<file path="config.mk">
export PLATFORM = sky130hd
export DESIGN_NAME = l2_access_arbiter
export DESIGN_NICKNAME = d
export VERILOG_FILES = /design/src/rtl/l2_access_arbiter.sv
export SDC_FILE = /design/constraint.sdc
export NUM_CORES = 1
export LEC_CHECK = 0
export CAP_MARGIN = 20
export CORE_MARGIN = 3
export CORE_UTILIZATION = 35
export DETAILED_ROUTE_END_ITERATION = 7
export PLACE_DENSITY = 0.77
export REMOVE_ABC_BUFFERS = 1
export SLEW_MARGIN = 25
export SYNTH_ARGS = -nofsm -noshare
export SYNTH_HDL_FRONTEND = slang
export SYNTH_SLANG_ARGS = --single-unit
export TNS_END_PERCENT = 1
</file>
<file path="constraint.sdc">
create_clock -name clk -period 6 [get_ports clk]
set_input_delay 0.6 -clock clk [delete_from_list [all_inputs] [get_ports clk]]
set_output_delay 0.6 -clock clk [all_outputs]
set_load 0.02 [all_outputs]
</file>
<file path="src/rtl/l2_access_arbiter.sv">
// Arbitrates the single L2 port between I-Cache and D-Cache misses; grant held through fill.
// Define L2_ARB_ICACHE_PRIO_EN for fixed I-Cache priority on ties instead of round-robin.
module l2_access_arbiter #(
  parameter int ADDR_W       = 28,
  parameter int FILL_TIMEOUT = 16,
  parameter int CNT_W        = 5
) (
  input  logic              clk,
  input  logic              rst,
  input  logic              irq,
  input  logic [ADDR_W-1:0] ic_addr,
  input  logic              ic_complete,
  input  logic              drq,
  input  logic [ADDR_W-1:0] dc_addr,
  input  logic              dc_rw,
  input  logic              dc_complete,
  input  logic              l2_rdy,
  output logic              ic_en,
  output logic              dc_en,
  output logic              l2_req,
  output logic [ADDR_W-1:0] l2_addr,
  output logic              l2_rw,
  output logic              fill_err
);

  typedef enum logic [2:0] {
    ARB_IDLE,
    ARB_IC,
    ARB_DC,
    ARB_IC_FILL,
    ARB_DC_FILL
  } arb_state_t;

  localparam logic GRANT_IC = 1'b0;
  localparam logic GRANT_DC = 1'b1;
  localparam logic [CNT_W-1:0] WDOG_LAST = CNT_W'(FILL_TIMEOUT - 1);

  arb_state_t        state, state_nxt;
  logic              ic_en_nxt, dc_en_nxt, l2_req_nxt, l2_rw_nxt, fill_err_nxt;
  logic [ADDR_W-1:0] l2_addr_nxt;
  logic              last_grant, last_grant_nxt;
  logic [CNT_W-1:0]  wdog, wdog_nxt;
  logic              pick_ic;

  // Tie resolution between simultaneous misses
  always_comb begin
`ifdef L2_ARB_ICACHE_PRIO_EN
    pick_ic = irq;
`else
    pick_ic = irq && (!drq || (last_grant == GRANT_DC));
`endif
  end

  always_comb begin
    state_nxt      = state;
    ic_en_nxt      = ic_en;
    dc_en_nxt      = dc_en;
    l2_req_nxt     = l2_req;
    l2_addr_nxt    = l2_addr;
    l2_rw_nxt      = l2_rw;
    fill_err_nxt   = fill_err;
    last_grant_nxt = last_grant;
    wdog_nxt       = wdog;
    case (state)
      ARB_IDLE: begin
        if (pick_ic) begin
          state_nxt   = ARB_IC;
          ic_en_nxt   = 1'b1;
          l2_req_nxt  = 1'b1;
          l2_addr_nxt = ic_addr;
          l2_rw_nxt   = 1'b0;
        end else if (drq) begin
          state_nxt   = ARB_DC;
          dc_en_nxt   = 1'b1;
          l2_req_nxt  = 1'b1;
          l2_addr_nxt = dc_addr;
          l2_rw_nxt   = dc_rw;
        end
      end
      ARB_IC: begin
        if (l2_rdy) begin
          l2_req_nxt = 1'b0;
          wdog_nxt   = '0;
          if (ic_complete) begin
            state_nxt      = ARB_IDLE;
            ic_en_nxt      = 1'b0;
            last_grant_nxt = GRANT_IC;
          end else begin
            state_nxt = ARB_IC_FILL;
          end
        end
      end
      ARB_DC: begin
        if (l2_rdy) begin
          l2_req_nxt = 1'b0;
          wdog_nxt   = '0;
          if (dc_complete) begin
            state_nxt      = ARB_IDLE;
            dc_en_nxt      = 1'b0;
            last_grant_nxt = GRANT_DC;
          end else begin
            state_nxt = ARB_DC_FILL;
          end
        end
      end
      ARB_IC_FILL: begin
        wdog_nxt = wdog + 1'b1;
        if (ic_complete || (wdog == WDOG_LAST)) begin
          state_nxt      = ARB_IDLE;
          ic_en_nxt      = 1'b0;
          last_grant_nxt = GRANT_IC;
          if (!ic_complete) fill_err_nxt = 1'b1;
        end
      end
      ARB_DC_FILL: begin
        wdog_nxt = wdog + 1'b1;
        if (dc_complete || (wdog == WDOG_LAST)) begin
          state_nxt      = ARB_IDLE;
          dc_en_nxt      = 1'b0;
          last_grant_nxt = GRANT_DC;
          if (!dc_complete) fill_err_nxt = 1'b1;
        end
      end
      default: begin
        state_nxt  = ARB_IDLE;
        ic_en_nxt  = 1'b0;
        dc_en_nxt  = 1'b0;
        l2_req_nxt = 1'b0;
      end
    endcase
  end

  // Registered outputs and arbitration state
  always_ff @(posedge clk) begin
    if (!rst) begin
      state      <= ARB_IDLE;
      ic_en      <= 1'b0;
      dc_en      <= 1'b0;
      l2_req     <= 1'b0;
      l2_addr    <= '0;
      l2_rw      <= 1'b0;
      fill_err   <= 1'b0;
      last_grant <= GRANT_DC;
      wdog       <= '0;
    end else begin
      state      <= state_nxt;
      ic_en      <= ic_en_nxt;
      dc_en      <= dc_en_nxt;
      l2_req     <= l2_req_nxt;
      l2_addr    <= l2_addr_nxt;
      l2_rw      <= l2_rw_nxt;
      fill_err   <= fill_err_nxt;
      last_grant <= last_grant_nxt;
      wdog       <= wdog_nxt;
    end
  end

endmodule

</file>
==> results of run 1 <==
[sequential cells by signal, summed over array words and instances (netlist names)]
| register | flops |
|---|---|
| state | 3 |
| l2_addr | 28 |
| dc_en | 1 |
| last_grant | 1 |
| wdog | 5 |
| l2_req | 1 |
| l2_rw | 1 |
| ic_en | 1 |
| fill_err | 1 |
[cell type report]
type	instances	area share [%]
tap	75	2.864
sequential	42	25.66
inverter	5	0.5727
clock buffer	7	2.329
multi-input combinational	162	37.65
timing repair buffer	99	30.01
clock inverter	1	0.9164
[worst paths after layout]
check	to	slack, ns
setup reg to reg	dc_en	3.83
hold reg to reg	fill_err	0.48
hold / removal	fill_err	0.48
setup / recovery	dc_en	3.83
[power by group]
part	internal, mW	total (mW)	switching, mW
Combinational	0.352	0.745	0.393
Clock	0.125	0.219	0.0949
Sequential	0.377	0.454	0.0775
Total	0.853	1.42	0.565
[tightest hold or removal path, stage by stage, from the launching register on]
cell	delay, ns
dfxtp_1	0.34
a21oi_1	0.04
nor2_1	0.07
[routing by layer]
| layer | global-route usage (%) | up-vias | routed length, µm |
|---|---|---|---|
| li1 | - | 1009 | - |
| met1 | 19.47 | 942 | 2571 |
| met2 | 26.33 | 67 | 2642 |
| met3 | 5.340 | 9 | 421 |
| met4 | 3.885 | 0 | 59 |
| met5 | 0 | - | 0 |
[logic make-up after synthesis]
logic type | after synthesis | synth area share [%]
AO/OA/AOI/OAI | 64 | 26.14
adder cells (fa/ha/maj) | 3 | 1.608
buffers and inverters | 21 | 5.513
flip-flops | 42 | 38.60
multiplexers | 28 | 12.87
AND/OR/NAND/NOR | 67 | 15.28
[placed cells by master, fill, tap and decap left out, types with 3 or more instances in the layout]
| cell | Yosys | layout |
|---|---|---|
| clkdlybuf4s50_1 | 0 | 96 |
| a211oi_2 | 20 | 20 |
| o21ai_0 | 3 | 3 |
| a211oi_1 | 8 | 8 |
| nand2_1 | 4 | 4 |
| nor2_1 | 38 | 38 |
| buf_4 | 3 | 3 |
| o21a_1 | 3 | 3 |
| nand2b_1 | 3 | 3 |
| nor3b_1 | 3 | 3 |
| dfxtp_1 | 42 | 42 |
| mux2i_1 | 28 | 28 |
| o31ai_1 | 3 | 3 |
| nand3_1 | 3 | 3 |
| a21oi_1 | 10 | 10 |
| clkbuf_8 | 0 | 5 |
| o22ai_1 | 3 | 3 |
| inv_1 | 3 | 3 |
[per-stage QoR]
stage               hold slack (ns)  cell area, µm²  utilization, %  worst slack, ns  instances
floorplan                    0.4426            2077               -            2.875        209
global placement             0.4632            3171           52.92            3.694        383
detailed placement           0.4667            3171           52.92            3.624        383
CTS                          0.4895            3277           54.70            3.822        391
global route                 0.5158            3277           54.70            3.706        391
finish                       0.4803            3277           54.70            3.828        391
==> key figures, run 1 <==
Min path
  • Min-Delay Path Class: flop to flop
  • Cell depth of the worst hold path: 2
  • Hold Crit Start: fill_err

Route
  • Via density per instance: 5.184
  • Drt wl/cell: 14.57 µm
  • Drt total wl: about 5.7 mm
  • Remaining design rule violation count: 0
  • Remaining number of nets flagged by the antenna check after routing: 0
  • Via total after detailed routing: 2027
  • 1st-iter DRT viols: 68
  • Detailed-routing iteration count for the pre-antenna-repair pass: 4

Critical path
  • Family with the most delay on the worst path: simple AND/OR/NAND/NOR gates
  • Startpoint of the worst-slack reg-to-reg timing path: wdog[0]
  • Worst reg2reg path depth: 7
  • Critical Setup Path Class: flop to flop
  • Launch point of the critical path: wdog[0]
  • Worst-path cell with the longest stage delay: or4b_4
  • Cell depth of the worst setup path: 7
  • Critical path, cell by cell: ha_1, and3_1, ha_1, or4b_4, a21oi_4, nor3b_1, o221a_1
  • Nature of the critical path startpoint: flop
  • Kind of end point of the critical path: flop
  • Signal arrival time at the worst endpoint: 2.36 ns
  • Cell occurring most often along the worst timing path: ha_1
  • Required time of the worst setup path: 6.19 ns
  • Buffering stage count on the worst path with inverters included: 0
  • Max FO, Critical Path: 8
  • Largest incremental delay on the critical path: 0.51 ns

Layout
  • Synthesis-to-layout area growth: 50.43%
  • Number of inserted filler cells in the final layout: 553
  • Area of the multi-input gates: 1234 µm²
  • Fraction of final layout cells with drive strength greater than 1: 12.34%
  • Sequential Area: 840.8 µm²
  • Net total in the final layout: 381
  • Antenna Cells: 0

GRT
  • Via count of the first global-routing pass: 2013
  • Pin count of the biggest net entering global routing: 57
  • Overflow after GRT: 0
  • GR Util All Layers: between 15 and 20%
  • First-pass GRT wire length: ~9.3 mm
  • Number of antenna violations at the first check in global routing: 0

Floorplanning
  • Initial standard-cell utilization of the core: 36.36%
  • Die span in y: 84.89 µm
  • Area of the placeable core: approximately 6000 µm²
  • Total Die Area: 7206 µm²
  • Number of I/O pins: slightly below 100
  • # rows: 28
  • DIE WIDTH: 84.89 µm

Yosys
  • Top cells by count, synth: dfxtp_1, nor2_1, mux2i_1, a211oi_2, a21oi_1
  • #FFs+latches synth: 42
  • Yosys warning total: 0
  • Most area-consuming cells after synthesis: dfxtp_1, mux2i_1, a211oi_2
  • Proportion of synthesized chip area in sequential cells: 38.60%
  • Number of flops mapped to enable cells by yosys: 0
  • Synthesized area: between 2000 and 2500 µm²
  • Synth Instances: between 200 and 250
  • FFs w/ async S/R, synth: 0%
  • Mean instance size in the synthesized netlist: 9.682 µm²
  • Library cells used by synthesis: just under 50
  • Top-count cell post-synth: dfxtp_1
  • Top FF cell, synth: dfxtp_1
  • Cell type contributing the most total cell area after synthesis: dfxtp_1
  • Proportion of netlist area held by the largest area contributor: between 30% and 40%

STA
  • Accumulated negative setup slack: 0 ns
  • RSZ-0062 raised after global routing: no
  • Relative slew slack: 58.60%
  • Tmin final: about 2.2 ns
  • Final worst-path cycle share: 36.20%
  • Number of max-slew violations in the final report: 0
  • Count of endpoints failing hold in the final timing report: 0
  • Maximum operating frequency: ~460 MHz
  • Final setup violation count: 0
  • Worst Skew: 0.002403 ns
  • Slew at the pin closest to its max-slew limit: between 0.6 and 0.7 ns

Power
  • Power Total: about 1.4 mW
  • Leakage component of the power: 1.243 nW
  • Cell Pwr Density: approximately 430 nW/µm²
  • Worst vdd rail ir drop: about 210 µV

Flow run
  • Max-capacitance violation count: 0

Placement
  • Dpl hpwl: 4.152 mm
  • Port Buffer Count: 96
  • Final GP Congestion: roughly 0.90

Clock network
  • CTS Buf Count: 5
  • Clock input transition at the sequential cells of the worst setup and hold paths: 0.08 ns
  • Setup Buffers After CTS: 0
  • Insertion delay to the later sink of the worst-skew pair: 0.29 ns
  • Post-cts repair resize count: 0
  • Clock tree root driver cell: clkbuf_8
  • Count of hold-fix buffers inserted at cts: 0
  • CTS sink cnt: 42
  • Clock tree buffer depth: 2
  • H-tree lvl count: 2
  • Clock tree from TritonCTS: built

Run status
  • Status: finished, final reports clean
Power figures use the tool's default switching activity.
==> run 2, diff against run 1 <==
--- a/config.mk
+++ b/config.mk
@@ -9,7 +9,7 @@
 export CORE_MARGIN = 3
 export CORE_UTILIZATION = 35
 export DETAILED_ROUTE_END_ITERATION = 7
-export PLACE_DENSITY = 0.77
+export PLACE_DENSITY = 0.8
 export REMOVE_ABC_BUFFERS = 1
 export SLEW_MARGIN = 25
 export SYNTH_ARGS = -nofsm -noshare
==> constraint.sdc (replaced) <==
create_clock -name clk -period 1.97 [get_ports clk]
set_input_delay 0.197 -clock clk [delete_from_list [all_inputs] [get_ports clk]]
set_output_delay 0.197 -clock clk [all_outputs]
set_load 0.02 [all_outputs]
==> run 2 against run 1 <==
Effect of this change: the flow now finishes with violations (setup timing); clock skew grew 0.0020 ns; total power grew to 3.2 times the previous value; setup slack lost 3.8 ns.
==> key figures, run 2 (same netlist as run 1, synthesis figures left out) <==
Layout
  • Commonest non-fill, non-tap cells in the layout: clkdlybuf4s50_1, dfxtp_1, nor2_1
  • Largest registers: l2_addr: 28 flops, wdog: 5 flops, state: 3 flops
  • Register ranked first by flip-flop count: l2_addr
  • Fraction of final layout cells with drive strength greater than 1: 18.84%
  • Synthesis-to-layout area growth: 59.33%
  • Number of inserted filler cells in the final layout: 516
  • Core occupancy in the finished layout: 57.94%
  • Net total in the final layout: ~390
  • Most common cell after layout, fill and taps aside: clkdlybuf4s50_1
  • Antenna Cells: 0
  • Number of flip-flops under the largest register name: 28

Min path
  • Hold Path End: l2_rw
  • Cell depth of the worst hold path: 3
  • Hold Crit Start: dc_rw
  • Min-Delay Path Class: primary input to flop

Floorplanning
  • Area of the placeable core: between 5000 and 6000 µm²
  • Number of I/O pins: between 90 and 100
  • # rows: 28
  • Initial standard-cell utilization of the core: 36.36%
  • Total Die Area: 7206 µm²
  • Die span in y: 84.89 µm
  • DIE WIDTH: roughly 85 µm

GRT
  • GR Util All Layers: around 16%
  • First-pass GRT wire length: 9.535 mm
  • Pin count of the biggest net entering global routing: 31
  • Number of antenna violations at the first check in global routing: 0
  • Overflow after GRT: 0
  • Via count of the first global-routing pass: around 2000

Power
  • Net switching power: 1.797 mW
  • Cell Pwr Density: 1306 nW/µm²
  • Proportion of power drawn by combinational gates: 55.1%
  • Worst vdd rail ir drop: roughly 530 µV
  • Part of the power in the clock network: around 15%
  • Switching portion of total power: 39.65%
  • Internal Power: approximately 2.7 mW
  • Leakage component of the power: 1.346 nW
  • Reg power frac: 29.8%
  • Power Total: around 4.5 mW

Critical path
  • Critical Setup Path Class: flop to flop
  • Cell depth of the worst setup path: 7
  • Required time of the worst setup path: 2.15 ns
  • Buffering stage count on the worst path with inverters included: 0
  • Critical path, cell by cell: ha_4, and3_4, ha_4, or4b_4, a21oi_4, nor3b_2, o221a_1
  • Family with the most delay on the worst path: simple AND/OR/NAND/NOR gates
  • Worst reg2reg path depth: 7
  • Largest incremental delay on the critical path: 0.50 ns
  • Kind of end point of the critical path: flop
  • Max FO, Critical Path: 7
  • Startpoint of the worst-slack reg-to-reg timing path: wdog[1]
  • Cell occurring most often along the worst timing path: ha_4
  • Worst-path cell with the longest stage delay: or4b_4
  • Nature of the critical path startpoint: flop
  • Signal arrival time at the worst endpoint: 2.16 ns
  • Worst r2r dst: dc_en
  • Reg-to-reg slack, setup: -0.01 ns

STA
  • Count of endpoints failing hold in the final timing report: 0
  • Tmin final: 1.980 ns
  • Crit path setup slack, layout: -0.01036 ns
  • Accumulated negative setup slack: -0.01651 ns
  • Final-layout worst hold slack: 0.4681 ns
  • Relative slew slack: 64.59%
  • Worst Skew: between 0.004 and 0.005 ns
  • Number of max-slew violations in the final report: 0
  • RSZ-0062 raised after global routing: yes
  • Final setup violation count: 2
  • Final worst-path cycle share: 100.5%
  • Maximum operating frequency: 505.0 MHz
  • Slew at the pin closest to its max-slew limit: 0.5304 ns

Clock network
  • Clock tree root driver cell: clkbuf_8
  • CTS sink cnt: between 40 and 50
  • Insertion delay to the later sink of the worst-skew pair: 0.29 ns
  • CTS Buf Count: 5
  • Clock input transition at the sequential cells of the worst setup and hold paths: 0.08 ns
  • H-tree lvl count: 2
  • Clock tree from TritonCTS: built
  • Clock tree buffer depth: 2

Placement
  • Dpl hpwl: 4.494 mm
  • Worst slack at placement: -0.08393 ns
  • Final GP Congestion: 0.8414
  • Port Buffer Count: 96

Route
  • Via total after detailed routing: 2081
  • Drt wl/cell: between 10 and 15 µm
  • Remaining design rule violation count: 0
  • Met2 routed WL: approximately 3 mm
  • Drt total wl: 5.945 mm
  • Via density per instance: 5.151
  • Detailed-routing iteration count for the pre-antenna-repair pass: 4
  • Met3 Wirelength: 491 µm
  • Highest metal layer with signal wires: met4
  • 1st-iter DRT viols: between 60 and 70
  • Wire length on met1: about 2.4 mm
  • Remaining number of nets flagged by the antenna check after routing: 0

Run status
  • Violated checks: setup timing
  • Status: complete, but fails checks

Flow run
  • Max-capacitance violation count: 0
## run 2: cell types whose count changed in the layout (fill, tap and decap cells not counted), moves of 2 or more
| cell | change |
|---|---|
| ha_4 | +2 |
| buf_12 | +3 |
| dfxtp_1 | -2 |
| dfxtp_2 | +2 |
| ha_1 | -2 |
| clkbuf_1 | -2 |
| buf_4 | +9 |
## run 2: worst register-to-register path, cell delays in order (launching register included)
cell,delay (ns)
dfxtp_2,0.34
ha_4,0.16
and3_4,0.18
ha_4,0.15
or4b_4,0.50
a21oi_4,0.26
nor3b_2,0.08
o221a_1,0.21
## run 2: stage by stage
stage,cells,instance area (µm²)
after detailed placement,394,3291
after global placement,394,3291
final,404,3471
after global routing,404,3471
after floorplan,209,2077
after CTS,404,3441
## run 2: power groups by stage
stage          registers (mW)  clock network (mW)  logic (mW)
2_1_floorplan            1.68                   0        1.12
3_3_place_gp             1.34                   0        2.43
3_5_place_dp             1.37                   0        2.49
4_1_cts                  1.35               0.706        2.51
5_1_grt                  1.39               0.749        2.70
6_report                 1.35               0.684        2.50
## run 2: final cells by class
cell class | instances | area [µm²] | area share, %
Multi-Input combinational cell | 162 | 1280 | 36.88
Timing Repair Buffer | 112 | 1122 | 32.34
Sequential cell | 42 | 843.3 | 24.30
Tap cell | 75 | 93.84 | 2.704
Clock buffer | 5 | 68.82 | 1.983
Clock inverter | 3 | 43.79 | 1.262
Inverter | 5 | 18.77 | 0.5407
## run 2: worst max-delay path by stage
stage	from	end	slack, ns
after detailed placement	wdog[0]	dc_en	-0.08
after CTS	wdog[0]	dc_en	0.001
after global routing	wdog[1]	state[2]	-0.08
after global placement	wdog[0]	dc_en	-0.02
after floorplan	last_grant	l2_addr[0]	-0.84
final	wdog[1]	dc_en	-0.01
## run 2: routing by layer
layer  vias up  global-route usage, %
met5         -                      0
met4         0                  4.317
met3         8                  4.951
met2        78                  28.68
met1       963                  18.99
li1       1032                      -
## run 2: timing repair
item,in CTS,in global routing
hold buffers,0,0
pin swaps,4,6
setup buffers,2,0
resized for setup,6,6
setup endpoints to repair,2,4
gates cloned,0,0
